--- config.mk ---
export PLATFORM = sky130hd
export DESIGN_NAME = hir_memref_responder_flat
export DESIGN_NICKNAME = d
export VERILOG_FILES = /design/src/rtl/hir_memref_if.sv /design/src/rtl/hir_memref_responder.sv /design/src/flat_wrapper.sv
export SDC_FILE = /design/constraint.sdc
export NUM_CORES = 2
export LEC_CHECK = 0
export CAP_MARGIN = 0
export CORE_ASPECT_RATIO = 1.2
export CORE_UTILIZATION = 40
export DETAILED_ROUTE_END_ITERATION = 16
export MAX_ROUTING_LAYER = met4
export SLEW_MARGIN = 0
export SYNTH_ARGS = -nofsm -noshare
export SYNTH_HDL_FRONTEND = slang
export SYNTH_SLANG_ARGS = --single-unit
--- constraint.sdc ---
create_clock -name clk -period 3.95 [get_ports clk]
set_input_delay 0.395 -clock clk [delete_from_list [all_inputs] [get_ports clk]]
set_output_delay 0.395 -clock clk [all_outputs]
set_load 0.05 [all_outputs]
--- src/rtl/hir_memref_if.sv ---
// HIR memref port bundle: one read port, one write port, plus responder status.
// The kernel side drives addresses/strobes (master); the memory side answers (slave).
interface hir_memref_if #(
  parameter int DATA_W = 32,
  parameter int ADDR_W = 6
);
  logic [ADDR_W-1:0] rd_addr;
  logic              rd_en;
  logic [DATA_W-1:0] rd_data;
  logic              rd_valid;
  logic [ADDR_W-1:0] wr_addr;
  logic              wr_en;
  logic [DATA_W-1:0] wr_data;
  logic              ready;
  logic              err_oob;
  logic              err_busy;
  logic [31:0]       rd_count;
  logic [31:0]       wr_count;

  modport master (
    output rd_addr, rd_en, wr_addr, wr_en, wr_data,
    input  rd_data, rd_valid, ready, err_oob, err_busy, rd_count, wr_count
  );

  modport slave (
    input  rd_addr, rd_en, wr_addr, wr_en, wr_data,
    output rd_data, rd_valid, ready, err_oob, err_busy, rd_count, wr_count
  );
endinterface

--- src/rtl/hir_memref_responder.sv ---
// Memref backing store: zero-init sweep after reset, RD_LATENCY-stage read pipeline, sticky errors, saturating counters.
// Optional macro HIR_MEMREF_BYPASS_EN selects write-first forwarding for same-cycle same-address read/write.
module hir_memref_responder #(
  parameter int DATA_W     = 32,
  parameter int ADDR_W     = 6,
  parameter int DEPTH      = 64,
  parameter int RD_LATENCY = 1
) (
  input logic         clk,
  input logic         rst,
  hir_memref_if.slave mem
);
  localparam int                IDX_W    = (DEPTH > 1) ? $clog2(DEPTH) : 1;
  localparam logic [ADDR_W:0]   DEPTH_C  = (ADDR_W + 1)'(DEPTH);
  localparam logic [IDX_W-1:0]  LAST_IDX = IDX_W'(DEPTH - 1);

  typedef enum logic {CLEAR, SERVE} state_t;

  state_t            state_q;
  logic [IDX_W-1:0]  clr_ptr_q;
  logic              ready_q;

  logic [DATA_W-1:0] mem_q [DEPTH];

  logic [RD_LATENCY-1:0] vld_q, vld_d;
  logic [DATA_W-1:0]     dat_q [RD_LATENCY];
  logic [DATA_W-1:0]     dat_d [RD_LATENCY];
  logic [31:0]           rd_count_q, rd_count_d;
  logic [31:0]           wr_count_q, wr_count_d;
  logic                  err_oob_q, err_oob_d;
  logic                  err_busy_q, err_busy_d;

  logic              serve;
  logic              rd_in_rng, wr_in_rng;
  logic              rd_acc, wr_acc;
  logic [IDX_W-1:0]  rd_idx, wr_idx;
  logic [DATA_W-1:0] rd_word;
  logic              mem_we;
  logic [IDX_W-1:0]  mem_widx;
  logic [DATA_W-1:0] mem_wdat;

  // Upper address bits only matter for the range check; indexing uses the low IDX_W bits.
  assign serve     = (state_q == SERVE);
  assign rd_in_rng = ({1'b0, mem.rd_addr} < DEPTH_C);
  assign wr_in_rng = ({1'b0, mem.wr_addr} < DEPTH_C);
  assign rd_acc    = serve & mem.rd_en;
  assign wr_acc    = serve & mem.wr_en;
  assign rd_idx    = mem.rd_addr[IDX_W-1:0];
  assign wr_idx    = mem.wr_addr[IDX_W-1:0];

  always_ff @(posedge clk) begin
    if (rst) begin
      state_q   <= CLEAR;
      clr_ptr_q <= '0;
      ready_q   <= 1'b0;
    end else begin
      case (state_q)
        CLEAR: begin
          if (clr_ptr_q == LAST_IDX) begin
            state_q <= SERVE;
            ready_q <= 1'b1;
          end else begin
            clr_ptr_q <= clr_ptr_q + IDX_W'(1);
          end
        end
        default: ready_q <= 1'b1;
      endcase
    end
  end

  always_comb begin
    mem_we   = 1'b0;
    mem_widx = clr_ptr_q;
    mem_wdat = '0;
    if (!rst) begin
      if (!serve) begin
        mem_we = 1'b1;
      end else if (wr_acc && wr_in_rng) begin
        mem_we   = 1'b1;
        mem_widx = wr_idx;
        mem_wdat = mem.wr_data;
      end
    end
  end

  always_ff @(posedge clk) begin
    if (mem_we) mem_q[mem_widx] <= mem_wdat;
  end

  // Reads during CLEAR and out-of-range reads still produce a (zero) response.
  always_comb begin
    rd_word = '0;
    if (rd_acc && rd_in_rng) begin
      rd_word = mem_q[rd_idx];
`ifdef HIR_MEMREF_BYPASS_EN
      if (wr_acc && wr_in_rng && (mem.wr_addr == mem.rd_addr)) rd_word = mem.wr_data;
`endif
    end
  end

  // Each stage's data only moves with a valid token, so the output holds between responses.
  always_comb begin
    vld_d    = '0;
    vld_d[0] = mem.rd_en;
    dat_d    = dat_q;
    if (mem.rd_en) dat_d[0] = rd_word;
    for (int i = 1; i < RD_LATENCY; i++) begin
      vld_d[i] = vld_q[i-1];
      if (vld_q[i-1]) dat_d[i] = dat_q[i-1];
    end
  end

  always_comb begin
    rd_count_d = rd_count_q;
    wr_count_d = wr_count_q;
    if (rd_acc && (rd_count_q != 32'hFFFF_FFFF)) rd_count_d = rd_count_q + 32'd1;
    if (wr_acc && (wr_count_q != 32'hFFFF_FFFF)) wr_count_d = wr_count_q + 32'd1;
    err_busy_d = err_busy_q | (!serve & (mem.rd_en | mem.wr_en));
    err_oob_d  = err_oob_q | (rd_acc & !rd_in_rng) | (wr_acc & !wr_in_rng);
  end

  always_ff @(posedge clk) begin
    if (rst) begin
      vld_q <= '0;
      for (int i = 0; i < RD_LATENCY; i++) dat_q[i] <= '0;
      rd_count_q <= '0;
      wr_count_q <= '0;
      err_oob_q  <= 1'b0;
      err_busy_q <= 1'b0;
    end else begin
      vld_q      <= vld_d;
      dat_q      <= dat_d;
      rd_count_q <= rd_count_d;
      wr_count_q <= wr_count_d;
      err_oob_q  <= err_oob_d;
      err_busy_q <= err_busy_d;
    end
  end

  assign mem.rd_data  = dat_q[RD_LATENCY-1];
  assign mem.rd_valid = vld_q[RD_LATENCY-1];
  assign mem.ready    = ready_q;
  assign mem.err_oob  = err_oob_q;
  assign mem.err_busy = err_busy_q;
  assign mem.rd_count = rd_count_q;
  assign mem.wr_count = wr_count_q;
endmodule

--- src/flat_wrapper.sv ---
// flat-port wrapper written by rule: the top's interface ports become plain ports
module hir_memref_responder_flat 
#(
  parameter int DATA_W     = 32,
  parameter int ADDR_W     = 6,
  parameter int DEPTH      = 64,
  parameter int RD_LATENCY = 1
)
  (clk, rst, mem_rd_addr, mem_rd_en, mem_wr_addr, mem_wr_en, mem_wr_data, mem_rd_data, mem_rd_valid, mem_ready, mem_err_oob, mem_err_busy, mem_rd_count, mem_wr_count);
  hir_memref_if #(.DATA_W(DATA_W), .ADDR_W(ADDR_W)) mem_i ();
  input logic clk;
  input logic rst;
  input wire logic [$bits(mem_i.rd_addr)-1:0] mem_rd_addr;
  input wire logic [$bits(mem_i.rd_en)-1:0] mem_rd_en;
  input wire logic [$bits(mem_i.wr_addr)-1:0] mem_wr_addr;
  input wire logic [$bits(mem_i.wr_en)-1:0] mem_wr_en;
  input wire logic [$bits(mem_i.wr_data)-1:0] mem_wr_data;
  output wire logic [$bits(mem_i.rd_data)-1:0] mem_rd_data;
  output wire logic [$bits(mem_i.rd_valid)-1:0] mem_rd_valid;
  output wire logic [$bits(mem_i.ready)-1:0] mem_ready;
  output wire logic [$bits(mem_i.err_oob)-1:0] mem_err_oob;
  output wire logic [$bits(mem_i.err_busy)-1:0] mem_err_busy;
  output wire logic [$bits(mem_i.rd_count)-1:0] mem_rd_count;
  output wire logic [$bits(mem_i.wr_count)-1:0] mem_wr_count;
  assign mem_i.rd_addr = mem_rd_addr;
  assign mem_i.rd_en = mem_rd_en;
  assign mem_i.wr_addr = mem_wr_addr;
  assign mem_i.wr_en = mem_wr_en;
  assign mem_i.wr_data = mem_wr_data;
  assign mem_rd_data = mem_i.rd_data;
  assign mem_rd_valid = mem_i.rd_valid;
  assign mem_ready = mem_i.ready;
  assign mem_err_oob = mem_i.err_oob;
  assign mem_err_busy = mem_i.err_busy;
  assign mem_rd_count = mem_i.rd_count;
  assign mem_wr_count = mem_i.wr_count;
  hir_memref_responder #(.DATA_W(DATA_W), .ADDR_W(ADDR_W), .DEPTH(DEPTH), .RD_LATENCY(RD_LATENCY)) u_core (.clk(clk), .rst(rst), .mem(mem_i));
endmodule
==> impl_metrics.csv <==
group,metric,value,unit
clock_network,insertion_delay,0.85,ns
placed_design,gp_congestion,0.812,
clock_network,cts.repair.resized,0,
routing,drc_errors,0,
worst_setup_path,path_cells,"nand3b_1 -> or3_1 -> o31ai_1 -> nand2_1 -> nor2_4 -> buf_4",
timing,max_freq,321,MHz
routing,postRouteAntennaNets,0,
layout,final_area,97400,um2
timing,timing.final.crit_share,78.8,%
floorplanning,die_h,502,um
yosys,synthesis.area,83500,um2
clock_network,cts_tree,"done",
yosys,synth_edf_count,2048,
power,p_per_area,470,nW/um2
worst_setup_path,slowest_delay,0.62,ns
yosys,ys.warnings.count,0,
layout,area_growth,16.7,%
yosys,yosysMostFrequentCell,"edfxtp_1",
clock_network,clk_path_buf_depth,3,
yosys,synth_seq_cells,2154,
power,p_clk_share,42.6,%
timing,slew_headroom,28.7,%
yosys,netlist.area_leader.share,73.7,%
placed_design,dpl_worst_slack,0.544,ns
yosys,synth_area_leaders,"edfxtp_1 (74%), mux4_2 (14%), dfxtp_1 (2.5%)",
power,p_leak,33.9,nW
power,switching_share,20.8,%
worst_setup_path,endpoint_kind,"flip-flop",
routing,detail_route.vias_per_cell,5.84,
timing,rsz0062_at_grt,"false",
floorplanning,die_w,419,um
worst_setup_path,critical_path_arrival,3.57,ns
floorplanning,rows,183,
layout,nets,4397,
yosys,synth.net_count,4013,
power,seqPwrFrac,53.9,%
floorplanning,start_util,40.3,%
grt,antenna_found_initial,12,
power,ir_worst_vdd,0.493,mV
floorplanning,core,207000,um2
timing,holdWs,0.144,ns
yosys,yosysTopAreaCell,"edfxtp_1",
layout,fillers,17016,
worst_setup_path,cp_max_fo,20,
grt,grt_use_total,23.3,%
yosys,synth_cell_types,81,
worst_setup_path,crit_slowest_cell,"dfxtp_1",
grt,overflow,0,
routing,wl,237,mm
power,power.share.combinational,3.5,%
power,finalPower,45.8,mW
clock_network,clkTransAtPathRegs,0.06,ns
power,power_switching,9.50,mW
worst_setup_path,required,4.41,ns
timing,final_max_slew_viol_count,0,
grt,grt_pass1_vias,42938,
placed_design,place_area,90700,um2
yosys,synth-main-ff-cell,"edfxtp_1",
routing,routedWlPerCell,32.4,um
placed_design,port_buffers,146,
clock_network,cts_max_level,4,
floorplanning,io_pins,148,
placed_design,hpwl,137,mm
outcome,status,"finished, final reports clean",
floorplanning,die_area,211000,um2
timing,finalHoldViolations,0,
routing,drt_iter0_drc,5147,
yosys,synth.avg_cell_area,21.1,um2
timing,worst_pin_slew,1.04,ns
timing,tns,0,ns
yosys,synthTopCellsByCount,"edfxtp_1 (2048), mux4_2 (511), nor2_1 (191)",
routing,vias,42695,
worst_setup_path,crit_path_start_kind,"flip-flop",
clock_network,cts_root_buf,"clkbuf_16",
clock_network,numCtsBuffers,199,
yosys,yosysSeqAreaShare,76.2,%
timing,setup_violations,0,
grt,grt_pass1_wl,332,mm
yosys,ys_async_sr_fraction,0,%
routing,first_pass_iters,5,
clock_network,cts.sinks,2154,
hold_path,worstHoldPathType,"primary input to flip-flop",
timing,period_needed,3.11,ns
worst_setup_path,crit_type,"flip-flop to flip-flop",
timing,clock-skew-final,0.0327,ns
layout,drive_gt1_share,27.0,%
grt,grt_max_degree,78,
yosys,syn-instance-count,3962,
timing,setup_ws,0.837,ns
flow_run,maxCapViolCount,0,
power,p_int,36.3,mW
==> path summary, 6_finish.rpt <==
path	startpoint	depth (start not counted)	slack (ns)	endpoint
max	u_core.serve$_SDFF_PP0_	6	0.84	u_core.mem_q[32][12]$_DFFE_PP_
min reg2reg	u_core.mem.err_busy$_SDFF_PP0_	2	0.45	u_core.mem.err_busy$_SDFF_PP0_
min	mem_rd_addr[4]	3	0.14	u_core.mem.rd_data[22]$_SDFFE_PP0P_
max reg2reg	u_core.serve$_SDFF_PP0_	6	0.84	u_core.mem_q[32][12]$_DFFE_PP_
==> metal layers <==
metal,vias to the layer above,global-route usage [%],part of all wire (%)
met1,23262,29.8,39
met2,1756,38.2,51
met3,349,2.94,6.7
met4,0,8.26,3.2
li1,17328,-,-
met5,-,-,0
==> worst max-delay path: cells and delay by family (launching register included) <==
kind	cells	cell delay [ns]
AOI/OAI and AO/OA	1	0.11
DFF	1	0.62
and+or+nand+nor	4	1.50
buffers and inverters	1	0.45
==> power groups by stage <==
stage | logic (mW) | registers, mW | clock network, mW
floorplan | 0.974 | 25.2 | 0
global placement | 1.60 | 25.2 | 0
detailed placement | 1.60 | 25.2 | 0
CTS | 1.61 | 24.7 | 19.8
global route | 1.66 | 24.7 | 20.6
finish | 1.59 | 24.7 | 19.5
==> layout make-up <==
class                      instances  area [um2]  area share [%]
antenna                           19        47.5          0.0488
timing repair buffer             391        4490            4.61
clock buffer                     235        5290            5.44
multi-input combinational       1585       19100            19.6
inverter                          15        56.3          0.0578
tap                             2775        3470            3.57
clock inverter                   142        1320            1.35
sequential                      2154       63600            65.3
==> stage by stage <==
step / std cells / util, %
floorplan: 3962 / -
global placement: 6918 / 43.8
detailed placement: 6919 / 43.8
CTS: 7297 / 47.0
global route: 7314 / 47.0
finish: 7316 / 47.0
==> cells by family (layout without fill, tap and decap cells) <==
kind of cell / after synthesis / in the layout / share of synthesized area [%]
buf+inv: 223 / 783 / 1.58
fa+ha+maj: 3 / 3 / 0.0450
simple gates: 566 / 566 / 3.39
compound gates: 302 / 302 / 2.59
mux: 653 / 653 / 15.5
xor+xnor: 60 / 60 / 0.630
flops: 2154 / 2154 / 76.2
other cells: 1 / 20 / 0.00449
==> cells in the final DEF, fill, tap and decap left out, types with 16 or more instances in the layout <==
| cell type | count |
|---|---|
| mux2_2 | 23 |
| nand4_1 | 19 |
| xnor2_1 | 55 |
| edfxtp_1 | 2048 |
| nor2_1 | 126 |
| and3_1 | 16 |
| dfxtp_1 | 106 |
| buf_12 | 95 |
| o21ai_0 | 43 |
| clkbuf_1 | 25 |
| mux4_2 | 511 |
| clkbuf_16 | 205 |
| nor4_1 | 19 |
| nand3_1 | 35 |
| clkinv_1 | 43 |
| nand2b_1 | 20 |
| bufinv_16 | 21 |
| buf_4 | 149 |
| nor3_1 | 33 |
| a211oi_1 | 16 |
| a22oi_1 | 52 |
| nor2_4 | 65 |
| o22ai_1 | 35 |
| nand2_1 | 110 |
| nor2b_1 | 24 |
| and2_2 | 32 |
| clkdlybuf4s50_1 | 139 |
| clkinv_2 | 46 |
| mux2i_1 | 118 |
| clkinvlp_4 | 17 |
| diode_2 | 19 |
| a21oi_1 | 38 |
==> sequential cells by signal, indices dropped and copies added, names as in the netlist <==
signal,flops
u_core.mem_q,2048
u_core.mem.rd_count,32
u_core.mem.rd_data,32
u_core.mem.wr_count,32
u_core.clr_ptr_q,6
u_core.mem.err_busy,1
u_core.mem.rd_valid,1
u_core.mem.ready,1
u_core.serve,1
==> repair_timing <==
| item | in CTS | in global routing |
|---|---|---|
| hold buffers | 1 | 0 |
| buffers inserted | 0 | 0 |
| endpoints found under the hold margin | 1 | 0 |
Power figures use the tool's default switching activity.
